$ cat config.mk
export PLATFORM = sky130hd
export DESIGN_NAME = burst_receiver_flat
export DESIGN_NICKNAME = d
export VERILOG_FILES = /design/src/rtl/burst_receiver_if.sv /design/src/rtl/burst_receiver.sv /design/src/flat_wrapper.sv
export SDC_FILE = /design/constraint.sdc
export NUM_CORES = 1
export LEC_CHECK = 0
export ABC_CLOCK_PERIOD_IN_PS = 3160
export CAP_MARGIN = 20
export CORE_AREA = 5 5 116 129
export DETAILED_ROUTE_END_ITERATION = 7
export DIE_AREA = 0 0 121 134
export PLACE_DENSITY = 0.57
export SYNTH_ARGS = -nofsm -noshare
export SYNTH_HDL_FRONTEND = slang
export SYNTH_SLANG_ARGS = --single-unit
$ cat constraint.sdc
create_clock -name clock -period 3.16 [get_ports clock]
set_input_delay 0.632 -clock clock [delete_from_list [all_inputs] [get_ports clock]]
set_output_delay 0.632 -clock clock [all_outputs]
set_load 0.005 [all_outputs]
$ cat src/rtl/burst_receiver_if.sv
`default_nettype none
// ============================================================================
//  Module      : burst_receiver_if
//  Description : Router-side flit input, local FIFO read port and
//                transaction status signals of the burst receiver.
//  Revision    : 1.0  initial release
// ============================================================================
interface burst_receiver_if;
    logic [8:0] data_from_router;
    logic [1:0] src_id;
    logic       processor_ready;
    logic       rd_en;
    logic [7:0] rd_data;
    logic       fifo_empty;
    logic [4:0] fifo_count;
    logic       transfer_done;
    logic [1:0] done_src;
    logic [7:0] done_len;
    logic       overflow_err;
    logic       timeout_err;

    modport slave (
        input  data_from_router, src_id, rd_en,
        output processor_ready, rd_data, fifo_empty, fifo_count,
               transfer_done, done_src, done_len, overflow_err, timeout_err
    );

    modport master (
        output data_from_router, src_id, rd_en,
        input  processor_ready, rd_data, fifo_empty, fifo_count,
               transfer_done, done_src, done_len, overflow_err, timeout_err
    );
endinterface
`default_nettype wire

$ cat src/rtl/burst_receiver.sv
`default_nettype none
// ============================================================================
//  Module      : burst_receiver
//  Description : Receives header + payload flit bursts into a show-ahead FIFO
//                and reports per-transaction completion and sticky errors.
//  Revision    : 1.0  initial release
// ============================================================================
module burst_receiver #(
    parameter int DEPTH   = 8,
    parameter int TIMEOUT = 255
) (
    input  wire logic         clock,
    input  wire logic         reset,
    burst_receiver_if.slave   bus
);
    localparam int         PW        = $clog2(DEPTH);
    localparam logic [4:0] DEPTH_C   = 5'(DEPTH);
    localparam logic [7:0] TIMEOUT_C = 8'(TIMEOUT);

    typedef enum logic [1:0] {
        S_IDLE = 2'd0,
        S_RECV = 2'd1,
        S_DONE = 2'd2
    } state_t;

    state_t          state_q, state_d;
    logic [7:0]      remaining_q, remaining_d;
    logic [1:0]      src_q, src_d;
    logic [7:0]      stored_q, stored_d;
    logic [7:0]      idle_q, idle_d;
    logic [1:0]      done_src_q, done_src_d;
    logic [7:0]      done_len_q, done_len_d;
    logic            ovf_q, ovf_d;
    logic            tmo_q, tmo_d;
    logic [PW-1:0]   wr_ptr_q, wr_ptr_d;
    logic [PW-1:0]   rd_ptr_q, rd_ptr_d;
    logic [4:0]      count_q, count_d;
    logic [7:0]      mem_q [DEPTH];

    logic            flit_valid;
    logic [7:0]      flit_data;
    logic            push;
    logic            pop;
    logic            full;

    assign flit_valid = bus.data_from_router[8];
    assign flit_data  = bus.data_from_router[7:0];
    assign full       = (count_q == DEPTH_C);
    assign pop        = bus.rd_en && (count_q != 5'd0);

    always_comb begin
        state_d     = state_q;
        remaining_d = remaining_q;
        src_d       = src_q;
        stored_d    = stored_q;
        idle_d      = idle_q;
        done_src_d  = done_src_q;
        done_len_d  = done_len_q;
        ovf_d       = ovf_q;
        tmo_d       = tmo_q;
        push        = 1'b0;
        case (state_q)
            S_IDLE: begin
                if (flit_valid) begin
                    remaining_d = flit_data;
                    src_d       = bus.src_id;
                    stored_d    = 8'd0;
                    idle_d      = 8'd0;
                    if (flit_data == 8'd0) begin
                        state_d    = S_DONE;
                        done_src_d = bus.src_id;
                        done_len_d = 8'd0;
                    end else begin
                        state_d = S_RECV;
                    end
                end
            end
            S_RECV: begin
                if (flit_valid) begin
                    idle_d      = 8'd0;
                    remaining_d = remaining_q - 8'd1;
                    // A same-cycle pop frees the slot even when currently full.
                    if (!full || pop) begin
                        push     = 1'b1;
                        stored_d = stored_q + 8'd1;
                    end else begin
                        ovf_d = 1'b1;
                    end
                    if (remaining_q == 8'd1) begin
                        state_d    = S_DONE;
                        done_src_d = src_q;
                        done_len_d = stored_d;
                    end
                end else begin
                    idle_d = idle_q + 8'd1;
                    if (idle_d == TIMEOUT_C) begin
                        state_d    = S_DONE;
                        tmo_d      = 1'b1;
                        done_src_d = src_q;
                        done_len_d = stored_q;
                    end
                end
            end
            S_DONE: begin
                state_d = S_IDLE;
            end
            default: begin
                state_d = S_IDLE;
            end
        endcase
    end

    always_comb begin
        wr_ptr_d = push ? wr_ptr_q + 1'b1 : wr_ptr_q;
        rd_ptr_d = pop  ? rd_ptr_q + 1'b1 : rd_ptr_q;
        count_d  = count_q + {4'd0, push} - {4'd0, pop};
    end

    always_ff @(posedge clock) begin
        if (reset) begin
            state_q     <= S_IDLE;
            remaining_q <= 8'd0;
            src_q       <= 2'd0;
            stored_q    <= 8'd0;
            idle_q      <= 8'd0;
            done_src_q  <= 2'd0;
            done_len_q  <= 8'd0;
            ovf_q       <= 1'b0;
            tmo_q       <= 1'b0;
            wr_ptr_q    <= '0;
            rd_ptr_q    <= '0;
            count_q     <= 5'd0;
        end else begin
            state_q     <= state_d;
            remaining_q <= remaining_d;
            src_q       <= src_d;
            stored_q    <= stored_d;
            idle_q      <= idle_d;
            done_src_q  <= done_src_d;
            done_len_q  <= done_len_d;
            ovf_q       <= ovf_d;
            tmo_q       <= tmo_d;
            wr_ptr_q    <= wr_ptr_d;
            rd_ptr_q    <= rd_ptr_d;
            count_q     <= count_d;
        end
    end

    // Storage needs no reset: the read port is masked to zero while empty.
    always_ff @(posedge clock) begin
        if (!reset && push) begin
            mem_q[wr_ptr_q] <= flit_data;
        end
    end

    assign bus.processor_ready = (state_q == S_IDLE) && (count_q < DEPTH_C);
    assign bus.fifo_empty      = (count_q == 5'd0);
    assign bus.fifo_count      = count_q;
    assign bus.rd_data         = (count_q == 5'd0) ? 8'd0 : mem_q[rd_ptr_q];
    assign bus.transfer_done   = (state_q == S_DONE);
    assign bus.done_src        = done_src_q;
    assign bus.done_len        = done_len_q;
    assign bus.overflow_err    = ovf_q;
    assign bus.timeout_err     = tmo_q;
endmodule
`default_nettype wire

$ cat src/flat_wrapper.sv
// flat-port wrapper written by rule: the top's interface ports become plain ports
module burst_receiver_flat 
#(
    parameter int DEPTH   = 8,
    parameter int TIMEOUT = 255
)
  (clock, reset, bus_data_from_router, bus_src_id, bus_rd_en, bus_processor_ready, bus_rd_data, bus_fifo_empty, bus_fifo_count, bus_transfer_done, bus_done_src, bus_done_len, bus_overflow_err, bus_timeout_err);
  burst_receiver_if bus_i ();
  input  wire logic clock;
  input  wire logic reset;
  input wire logic [$bits(bus_i.data_from_router)-1:0] bus_data_from_router;
  input wire logic [$bits(bus_i.src_id)-1:0] bus_src_id;
  input wire logic [$bits(bus_i.rd_en)-1:0] bus_rd_en;
  output wire logic [$bits(bus_i.processor_ready)-1:0] bus_processor_ready;
  output wire logic [$bits(bus_i.rd_data)-1:0] bus_rd_data;
  output wire logic [$bits(bus_i.fifo_empty)-1:0] bus_fifo_empty;
  output wire logic [$bits(bus_i.fifo_count)-1:0] bus_fifo_count;
  output wire logic [$bits(bus_i.transfer_done)-1:0] bus_transfer_done;
  output wire logic [$bits(bus_i.done_src)-1:0] bus_done_src;
  output wire logic [$bits(bus_i.done_len)-1:0] bus_done_len;
  output wire logic [$bits(bus_i.overflow_err)-1:0] bus_overflow_err;
  output wire logic [$bits(bus_i.timeout_err)-1:0] bus_timeout_err;
  assign bus_i.data_from_router = bus_data_from_router;
  assign bus_i.src_id = bus_src_id;
  assign bus_i.rd_en = bus_rd_en;
  assign bus_processor_ready = bus_i.processor_ready;
  assign bus_rd_data = bus_i.rd_data;
  assign bus_fifo_empty = bus_i.fifo_empty;
  assign bus_fifo_count = bus_i.fifo_count;
  assign bus_transfer_done = bus_i.transfer_done;
  assign bus_done_src = bus_i.done_src;
  assign bus_done_len = bus_i.done_len;
  assign bus_overflow_err = bus_i.overflow_err;
  assign bus_timeout_err = bus_i.timeout_err;
  burst_receiver #(.DEPTH(DEPTH), .TIMEOUT(TIMEOUT)) u_core (.clock(clock), .reset(reset), .bus(bus_i));
endmodule
# Word level (Yosys, flattened, before mapping)
# Memory sizes are Yosys's and may differ from the RTL's. A register that Yosys moved wholly into a read port is not among the register bits.
# Cells that the tools add are included.
[totals]
reg_bits = 51
latchBits = 0
ram_bits = 64
romBits = 0
inputBits = 14
out_inout_bits = 28
word_cells = 86
n_memories = 1
[mem_list]
columns = ["memory", "words", "word_bits", "read_ports", "rd_ports_with_merged_regs", "wr", "line", "text"]
rows = [
  ["u_core.mem_q", 8, 8, 1, 1, 1, "burst_receiver.sv:38", "logic [7:0] mem_q [DEPTH];"],
]
[op_classes]
n_addsub = 7
n_mul = 0
n_div = 0
order_cmp = 1
n_eq_ne = 10
shift = 0
n_mux = 35
n_bitwise = 2
reduce_logical = 18
[ops]
columns = ["op", "count"]
rows = [
  ["two-way mux 8 bit", 12],
  ["one-hot mux 8 bit (2 select lines)", 4],
  ["two-way mux 2 bit", 10],
  ["adder 8 x 1 -> 8 bit, second input constant", 2],
  ["AND reduction 3 bit", 4],
  ["== test 8 x 1 -> 1 bit, second input constant", 1],
  ["== test 8 bit, second input constant", 1],
  ["zero test 8 bit", 1],
  ["one-hot mux 2 bit (2 select lines)", 2],
  ["subtractor 8 x 1 -> 8 bit, second input constant", 1],
  ["adder 3 x 1 -> 3 bit, second input constant", 2],
  ["two-way mux 3 bit", 2],
  ["!= test 3 x 2 -> 1 bit, second input constant", 2],
  ["adder 5 x 1 -> 5 bit", 1],
  ["== test 5 x 4 -> 1 bit, second input constant", 1],
  ["zero test 5 bit", 1],
  ["< comparator 5 x 4 -> 1 bit, second input constant", 1],
  ["two-way mux 1 bit", 5],
  ["AND reduction 5 bit", 1],
  ["nonzero test 5 bit", 1],
  ["subtractor 5 x 1 -> 5 bit", 1],
  ["!= test 2 bit, second input constant", 2],
  ["AND reduction 2 bit", 2],
  ["logical AND 1 bit", 3],
  ["other kinds (8)", 10],
]

# Logic depth before layout (Yosys ltp)
# Gate-level depths: netlist (run 1).
[depth]
word_depth = 9
depth_mapped = 15
ltp_nobuf = 15

# Least setup slack after synthesis (run 1)
# Ideal clock, no wire load.
[synth_timing]
path_type = "reg2reg"
start = "register u_core.count_q[2] (netlist: u_core.bus.fifo_count[2])"
end = "memory u_core.mem_q[0][0], enable pin"
setup_ps = 383
t_arrival_ps = 2352
required_time_ps = 2777
slack_ps = 425
stages_incl_launch_ff = 8
path_buffers = 1
synth_period_minus_slack_ps = 2735
path_cell_list = "dfxtp_1 inv_1 ha_1 nand2b_1 clkbuf_1 a31oi_2 or3b_1 nor3_1"
[synth_via]
elab_chain_cells = 9
elab_cells_between_ends = 11
cone_classes = "1 x eq/ne; 5 x mux; 5 x reduce/logical"
[synth_rtl]
columns = ["item", "line", "text"]
rows = [
  ["from (decl)", "burst_receiver.sv:37", "logic [4:0] count_q, count_d;"],
  ["from (signal assigned)", "burst_receiver.sv:145", "count_q <= count_d;"],
  ["== test 5 x 4 -> 1 bit or nonzero test 5 bit (tied branches)", "burst_receiver.sv:48, burst_receiver.sv:49", ""],
  ["zero test 1 bit or logical AND 1 bit (tied branches)", "burst_receiver.sv:83, burst_receiver.sv:49", ""],
  ["logical OR 1 bit *", "burst_receiver.sv:83", "if (!full || pop) begin"],
  ["two-way mux 1 bit *", "burst_receiver.sv:83", ""],
  ["two-way mux 1 bit *", "burst_receiver.sv:79", "if (flit_valid) begin"],
  ["two-way mux 1 bit *", "burst_receiver.sv:62", "case (state_q)"],
  ["logical AND 1 bit *", "burst_receiver.sv:151", "if (!reset && push) begin"],
  ["two-way mux 1 bit *", "burst_receiver.sv:151", ""],
  ["two-way mux 1 bit (implied by the code) *", "burst_receiver.sv:152", "mem_q[wr_ptr_q] <= flit_data;"],
  ["to (decl)", "burst_receiver.sv:38", ""],
]
# Every way passes the cells marked *; elsewhere a longest branch is shown, timed or not.

==> results_dict.tcl, run 1 <==
set metrics [dict create \
    worstPathMaxFanout 16 \
    area.sequential_sq_um 3000 \
    finalWirelength_mm 11.9 \
    ys_warn_count 0 \
    power_mw 4.97 \
    synthCells 480 \
    relSlewSlack_pct 38.6 \
    fin_setup_tns_ns 0 \
    place_inst 713 \
    whs_ns 0.479 \
    max-cap-violations 0 \
    diodes 0 \
    cts_tree "built" \
    required_ns 2.53 \
    timing.final.crit_share_pct 91.3 \
    period_minus_slack_ns 2.88 \
    initial_core_util_pct 40.0 \
    ys_seq_area_share_pct 55.3 \
    finalMaxSlewViolations 0 \
    grt_first_pass_wirelength_mm 19.4 \
    synth_edf_count 64 \
    fp.dieW_microns 121 \
    cp-start-kind "flip-flop" \
    place_area_sq_um 6200 \
    overflow 0 \
    ys_types 52 \
    io_buffers 41 \
    setup_violations 0 \
    rows 45 \
    status "finished clean" \
    htreeDepth 4 \
    clock_skew_ns 0.00858 \
    max_freq_mhz 347 \
    final_common_cell "edfxtp_1" \
    cts_root_buffer "clkbuf_16" \
    antenna_found_initial 0 \
    hold_violations 0 \
    vias 3819 \
    drive_above_1_share_pct 16.3 \
    tightest_slew_ns 0.913 \
    cts_buffer_depth 2 \
    cts_setup_buffers 0 \
    syn_area_sq_um 5430 \
    cts_buffers 17 \
    grt_usage_pct 15.3 \
    clock_latency_ns 0.41 \
    synth_seq_cells 118 \
    routabilityCongestion 0.841 \
    fillers 1212 \
    drt-wirelength-per-cell_microns 16.0 \
    ys_async_sr_fraction_pct 0 \
    coreArea_sq_um 13600 \
    syn_to_final_growth_pct 25.6 \
    drc 0 \
    mostFrequentLayoutCells "edfxtp_1 (64), nor2_1 (63), dfxtp_1 (54)" \
    clkSlewWorstSetupHoldPaths_ns 0.06 \
    nets 574 \
    avgSynthCellArea_sq_um 11.3 \
    cp.arrival_ns 2.25 \
    dp_hpwl_mm 8.42 \
    syn_nets 510 \
    critPathKind "flip-flop to output port" \
    drt_iter0_drc 179 \
    synth_ff_type "edfxtp_1" \
    postCtsHoldBufs 0 \
    num_io_pins 42 \
    layout.cells.non_filler 745 \
    cp-end-kind "output port" \
    powerDensity_nw_per_um2 728 \
    grt_max_degree 50 \
    finalInstanceArea_sq_um 6830 \
    vdd_drop_max_uv 321 \
    cts.sinks 118 \
    die_h_microns 134 \
    rsz0062_at_grt "false" \
    cts_resized 0 \
    drtAntennaViolNets 0 \
    multi_input_area_sq_um 2260 \
    hold_class "flip-flop to flip-flop" \
    grt_pass1_vias 3849 \
    firstDrtPassIters 5 \
    power_leakage_nw 2.43 \
    die_area_sq_um 16200 \
    vias_per_cell 5.13 \
]
flip-flops by register name, summed over array words and instances (netlist names), named ones only:
register and count:
u_core.bus.done_len 8, u_core.bus.done_src 2, u_core.bus.fifo_count 5, u_core.bus.overflow_err 1, u_core.bus.timeout_err 1, u_core.idle_q 8
u_core.mem_q 64, u_core.rd_ptr_q 3, u_core.remaining_q 8, u_core.src_q 2, u_core.state_q 2, u_core.stored_q 8
u_core.wr_ptr_q 3
stage by stage:
stage	setup WS, ns	utilization, %
floorplan	0.425	-
global placement	0.329	45.7
detailed placement	0.267	45.7
CTS	0.202	50.3
global route	0.0907	50.3
finish	0.275	50.3
cell type report:
type	instances	share of cell area (%)
Inverter	15	0.825
Clock buffer	17	6.23
Clock inverter	15	2.99
Timing Repair Buffer	73	9.46
Tap cell	188	3.45
Sequential cell	118	44.0
Multi-Input combinational cell	319	33.1
where the power goes:
group / internal, mW / total [mW] / switching, mW
clock network: 1.32 / 2.02 / 0.697
logic: 0.616 / 1.20 / 0.583
registers: 1.69 / 1.75 / 0.0604
logic make-up after synthesis:
family,Yosys count,share of synthesized area (%)
flip-flops,118,55.3
AND/OR/NAND/NOR,158,13.7
XOR/XNOR,11,1.77
adder cells (fa/ha/maj),16,3.82
multiplexers,39,11.1
buffers and inverters,43,3.22
AO/OA/AOI/OAI,95,11.1
path summary, 6_finish.rpt:
check                           start                       end  slack (ns)  cells after the start
min           u_core.bus.overflow_err   u_core.bus.overflow_err        0.48                      2
min reg2reg   u_core.bus.overflow_err   u_core.bus.overflow_err        0.48                      2
max                         flip-flop            bus_rd_data[6]        0.28                      5
max reg2reg  u_core.bus.fifo_count[3]  u_core.bus.fifo_count[4]        0.67                     15
per-layer routing:
| layer | up-vias | routed length, microns | GRT usage (%) |
|---|---|---|---|
| met4 | 0 | 204 | 5.54 |
| met5 | - | 0 | 0 |
| met2 | 74 | 6200 | 26.8 |
| met3 | 17 | 388 | 4.30 |
| met1 | 1835 | 5130 | 17.9 |
| li1 | 1893 | - | - |
synthesized netlist by cell type (all sizes together), types with 7 or more instances:
cell / count / area share [%]
a21oi: 33 / 3.0
a311oi: 7 / 1.1
a31oi: 11 / 1.4
buf: 11 / 1.0
clkbuf: 17 / 1.2
dfxtp: 54 / 20
edfxtp: 64 / 35
ha: 15 / 3.5
inv: 14 / 0.97
mux2i: 18 / 3.3
mux4: 16 / 6.6
nand2: 33 / 2.3
nand2b: 13 / 1.5
nand3: 9 / 0.83
nor2: 63 / 4.4
nor2b: 7 / 0.81
nor3: 8 / 0.83
o21ai: 20 / 1.8
xor2: 8 / 1.3
critical path: stages (launching register included):
cell and delay [ns]:
dfxtp_1 0.31, buf_4 0.31, mux4_2 0.56, mux2i_1 0.15, nor2_1 0.06, clkdlybuf4s50_1 0.45
Note: power is estimated with default switching activity, not from simulation.
==> inputs of run 2 (changes only) <==
--- a/config.mk
+++ b/config.mk
@@ -5,12 +5,13 @@
 export SDC_FILE = /design/constraint.sdc
 export NUM_CORES = 1
 export LEC_CHECK = 0
+export ABC_AREA = 1
 export ABC_CLOCK_PERIOD_IN_PS = 3160
 export CAP_MARGIN = 20
-export CORE_AREA = 5 5 116 129
+export CORE_AREA = 5 5 118 131
 export DETAILED_ROUTE_END_ITERATION = 7
-export DIE_AREA = 0 0 121 134
-export PLACE_DENSITY = 0.57
+export DIE_AREA = 0 0 123 136
+export PLACE_DENSITY = 0.56
 export SYNTH_ARGS = -nofsm -noshare
 export SYNTH_HDL_FRONTEND = slang
 export SYNTH_SLANG_ARGS = --single-unit
==> run 2 against run 1 <==
  * Die area up 3.2%
  * Sequential power rose by 3%
  * First-iteration DRC count is 89% higher
  * Sequential cell count stayed put
  * Global-route usage up 2.6 points
==> results_dict.tcl, run 2 <==
set metrics [dict create \
    cts_root_buffer "clkbuf_16" \
    routabilityCongestion 0.803 \
    dp_hpwl_mm 9.79 \
    fin_setup_tns_ns 0 \
    synth_top_area_share_pct 34.5 \
    rows 46 \
    slowest_stage "clkdlybuf4s50_1" \
    cp-end-kind "output port" \
    grt_pass1_vias 4502 \
    reg2reg_from "u_core.bus.fifo_count[2]" \
    grt_max_degree 33 \
    cts_tree "built" \
    top_register "u_core.mem_q" \
    synth_edf_count 64 \
    clkSlewWorstSetupHoldPaths_ns 0.05 \
    power_leakage_nw 2.61 \
    place_inst 876 \
    synthCells 640 \
    coreArea_sq_um 14100 \
    critPathMostFrequentCell "o21ai_0" \
    status "finished clean" \
    clock_skew_ns 0.00607 \
    ys_seq_area_share_pct 53.9 \
    worstPathMaxFanout 32 \
    mostFrequentLayoutCells "nor2_1 (103), nand2_1 (101), edfxtp_1 (64)" \
    finalWirelength_mm 14.0 \
    cts_setup_buffers 0 \
    initial_core_util_pct 39.5 \
    largest_register_ffs 64 \
    synthTopCellsByArea "edfxtp_1 (34%), dfxtp_1 (19%), nor2_1 (6.9%)" \
    yosys.area_share.xor_xnor_pct 0.157 \
    setup_violations 0 \
    tightest_slew_ns 0.567 \
    drt-wirelength-per-cell_microns 15.4 \
    vias_per_cell 5.00 \
    antenna_found_initial 0 \
    vdd_drop_max_uv 325 \
    ff2ff_path_depth 16 \
    syn_area_sq_um 5570 \
    rr_endpoint "u_core.bus.fifo_count[4]" \
    fillers 1358 \
    cts_buffers 17 \
    rsz0062_at_grt "false" \
    htreeDepth 4 \
    fp.dieW_microns 123 \
    drc 0 \
    critPathKind "flip-flop to output port" \
    final_common_cell "nor2_1" \
    max_freq_mhz 339 \
    cts_buffer_depth 2 \
    finalWorstSetupSlack_ns 0.208 \
    required_ns 2.53 \
    period_minus_slack_ns 2.95 \
    post-place-ws_ns 0.189 \
    avgSynthCellArea_sq_um 8.71 \
    synth_top_family_by_area "simple AND/OR/NAND/NOR gates" \
    power_mw 5.14 \
    timing.final.crit_share_pct 93.4 \
    grt_first_pass_wirelength_mm 22.7 \
    synthMuxAreaShare_pct 0 \
    synth-simple-area-share_pct 22.0 \
    io_buffers 41 \
    synth_compound_area_share_pct 13.4 \
    die_area_sq_um 16700 \
    ys_async_sr_fraction_pct 0 \
    finalInstanceArea_sq_um 6870 \
    path_cells "buf_4, o21ai_0, o22ai_1, o21ai_0, a31oi_1, clkdlybuf4s50_1" \
    min_from "u_core.src_q[1]" \
    finalMaxSlewViolations 0 \
    hold_violations 0 \
    finish.utilization_pct 48.7 \
    netlist_top_cells_count "nor2_1 (103), nand2_1 (101), edfxtp_1 (64), o21ai_0 (61), inv_1 (56)" \
    max-cap-violations 0 \
    cts.sinks 118 \
    ys_types 38 \
    powerDensity_nw_per_um2 748 \
    synth_top_area_cell "edfxtp_1" \
    synthAdderAreaFrac_pct 3.73 \
    cp.arrival_ns 2.32 \
    clock_latency_ns 0.41 \
    slowest_delay_ns 0.53 \
    ys_warn_count 0 \
    die_h_microns 136 \
    num_io_pins 42 \
    overflow 0 \
    layout.cells.non_filler 907 \
    whs_ns 0.447 \
    drive_above_1_share_pct 12.0 \
    hold_depth 2 \
    grt_usage_pct 17.9 \
    nets 733 \
    diodes 0 \
    r2r_setup_slack_ns 0.34 \
    syn_to_final_growth_pct 23.3 \
    hold_class "flip-flop to flip-flop" \
    synth_ff_type "edfxtp_1" \
    whs_endpoint "u_core.src_q[1]" \
    place_area_sq_um 6300 \
    relSlewSlack_pct 62.2 \
    synth_seq_cells 118 \
    synth_most_common_cell "nor2_1" \
    drt_iter0_drc 339 \
    firstDrtPassIters 4 \
    vias 4533 \
    syn_nets 670 \
    cp-start-kind "flip-flop" \
    drtAntennaViolNets 0 \
]
[run 2: critical path, delay by kind of cell, from the launching register on]
kind | cells | cell delay [ns]
AO/OA/AOI/OAI | 4 | 0.71
flip-flops | 1 | 0.33
buffers and inverters | 2 | 0.86
[run 2: layout make-up]
| cell class | count | area (sq um) | share of cell area, % |
|---|---|---|---|
| clock inverter | 12 | 136 | 1.99 |
| timing repair buffer | 68 | 617 | 8.98 |
| sequential | 118 | 3000 | 43.7 |
| tap | 192 | 240 | 3.50 |
| multi-input combinational | 432 | 2190 | 31.9 |
| inverter | 66 | 248 | 3.61 |
| clock buffer | 19 | 433 | 6.30 |
[run 2: worst max path at each step]
stage,from,endpoint,slack [ns],depth (start not counted)
detailed placement,bus_rd_en,u_core.bus.fifo_count[4],0.19,12
global placement,bus_rd_en,u_core.bus.fifo_count[4],0.21,12
CTS,flip-flop,bus_rd_data[3],0.1,7
finish,flip-flop,bus_rd_data[3],0.21,6
floorplan,u_core.bus.fifo_count[2],u_core.bus.fifo_count[4],0.70,16
global route,u_core.bus.fifo_count[2],u_core.bus.fifo_count[4],0.004,16
[run 2: where the power goes]
group / internal, mW / switching, mW
clock network: 1.22 / 0.645
registers: 1.73 / 0.0862
logic: 0.628 / 0.833
[run 2: what timing repair did]
action | 4_1_cts | 5_1_grt
hold buffers | 0 | 0
gates resized for setup | 0 | 1
setup endpoints to repair | 0 | 2
[run 2: logic make-up after synthesis]
kind of cell               after synthesis
and+or+nand+nor                        279
xor gates and xnor gates                 1
adders and majority gates               16
buffers and inverters                   90
AOI/OAI and AO/OA                      136
DFF                                    118
[run 2: routing by layer]
| metal | track usage, % | up-vias | wire length, microns |
|---|---|---|---|
| li1 | - | 2279 | - |
| met1 | 20.3 | 2139 | 5910 |
| met2 | 31.6 | 93 | 7120 |
| met3 | 4.74 | 22 | 566 |
| met4 | 7.32 | 0 | 373 |
| met5 | 0 | - | 0 |
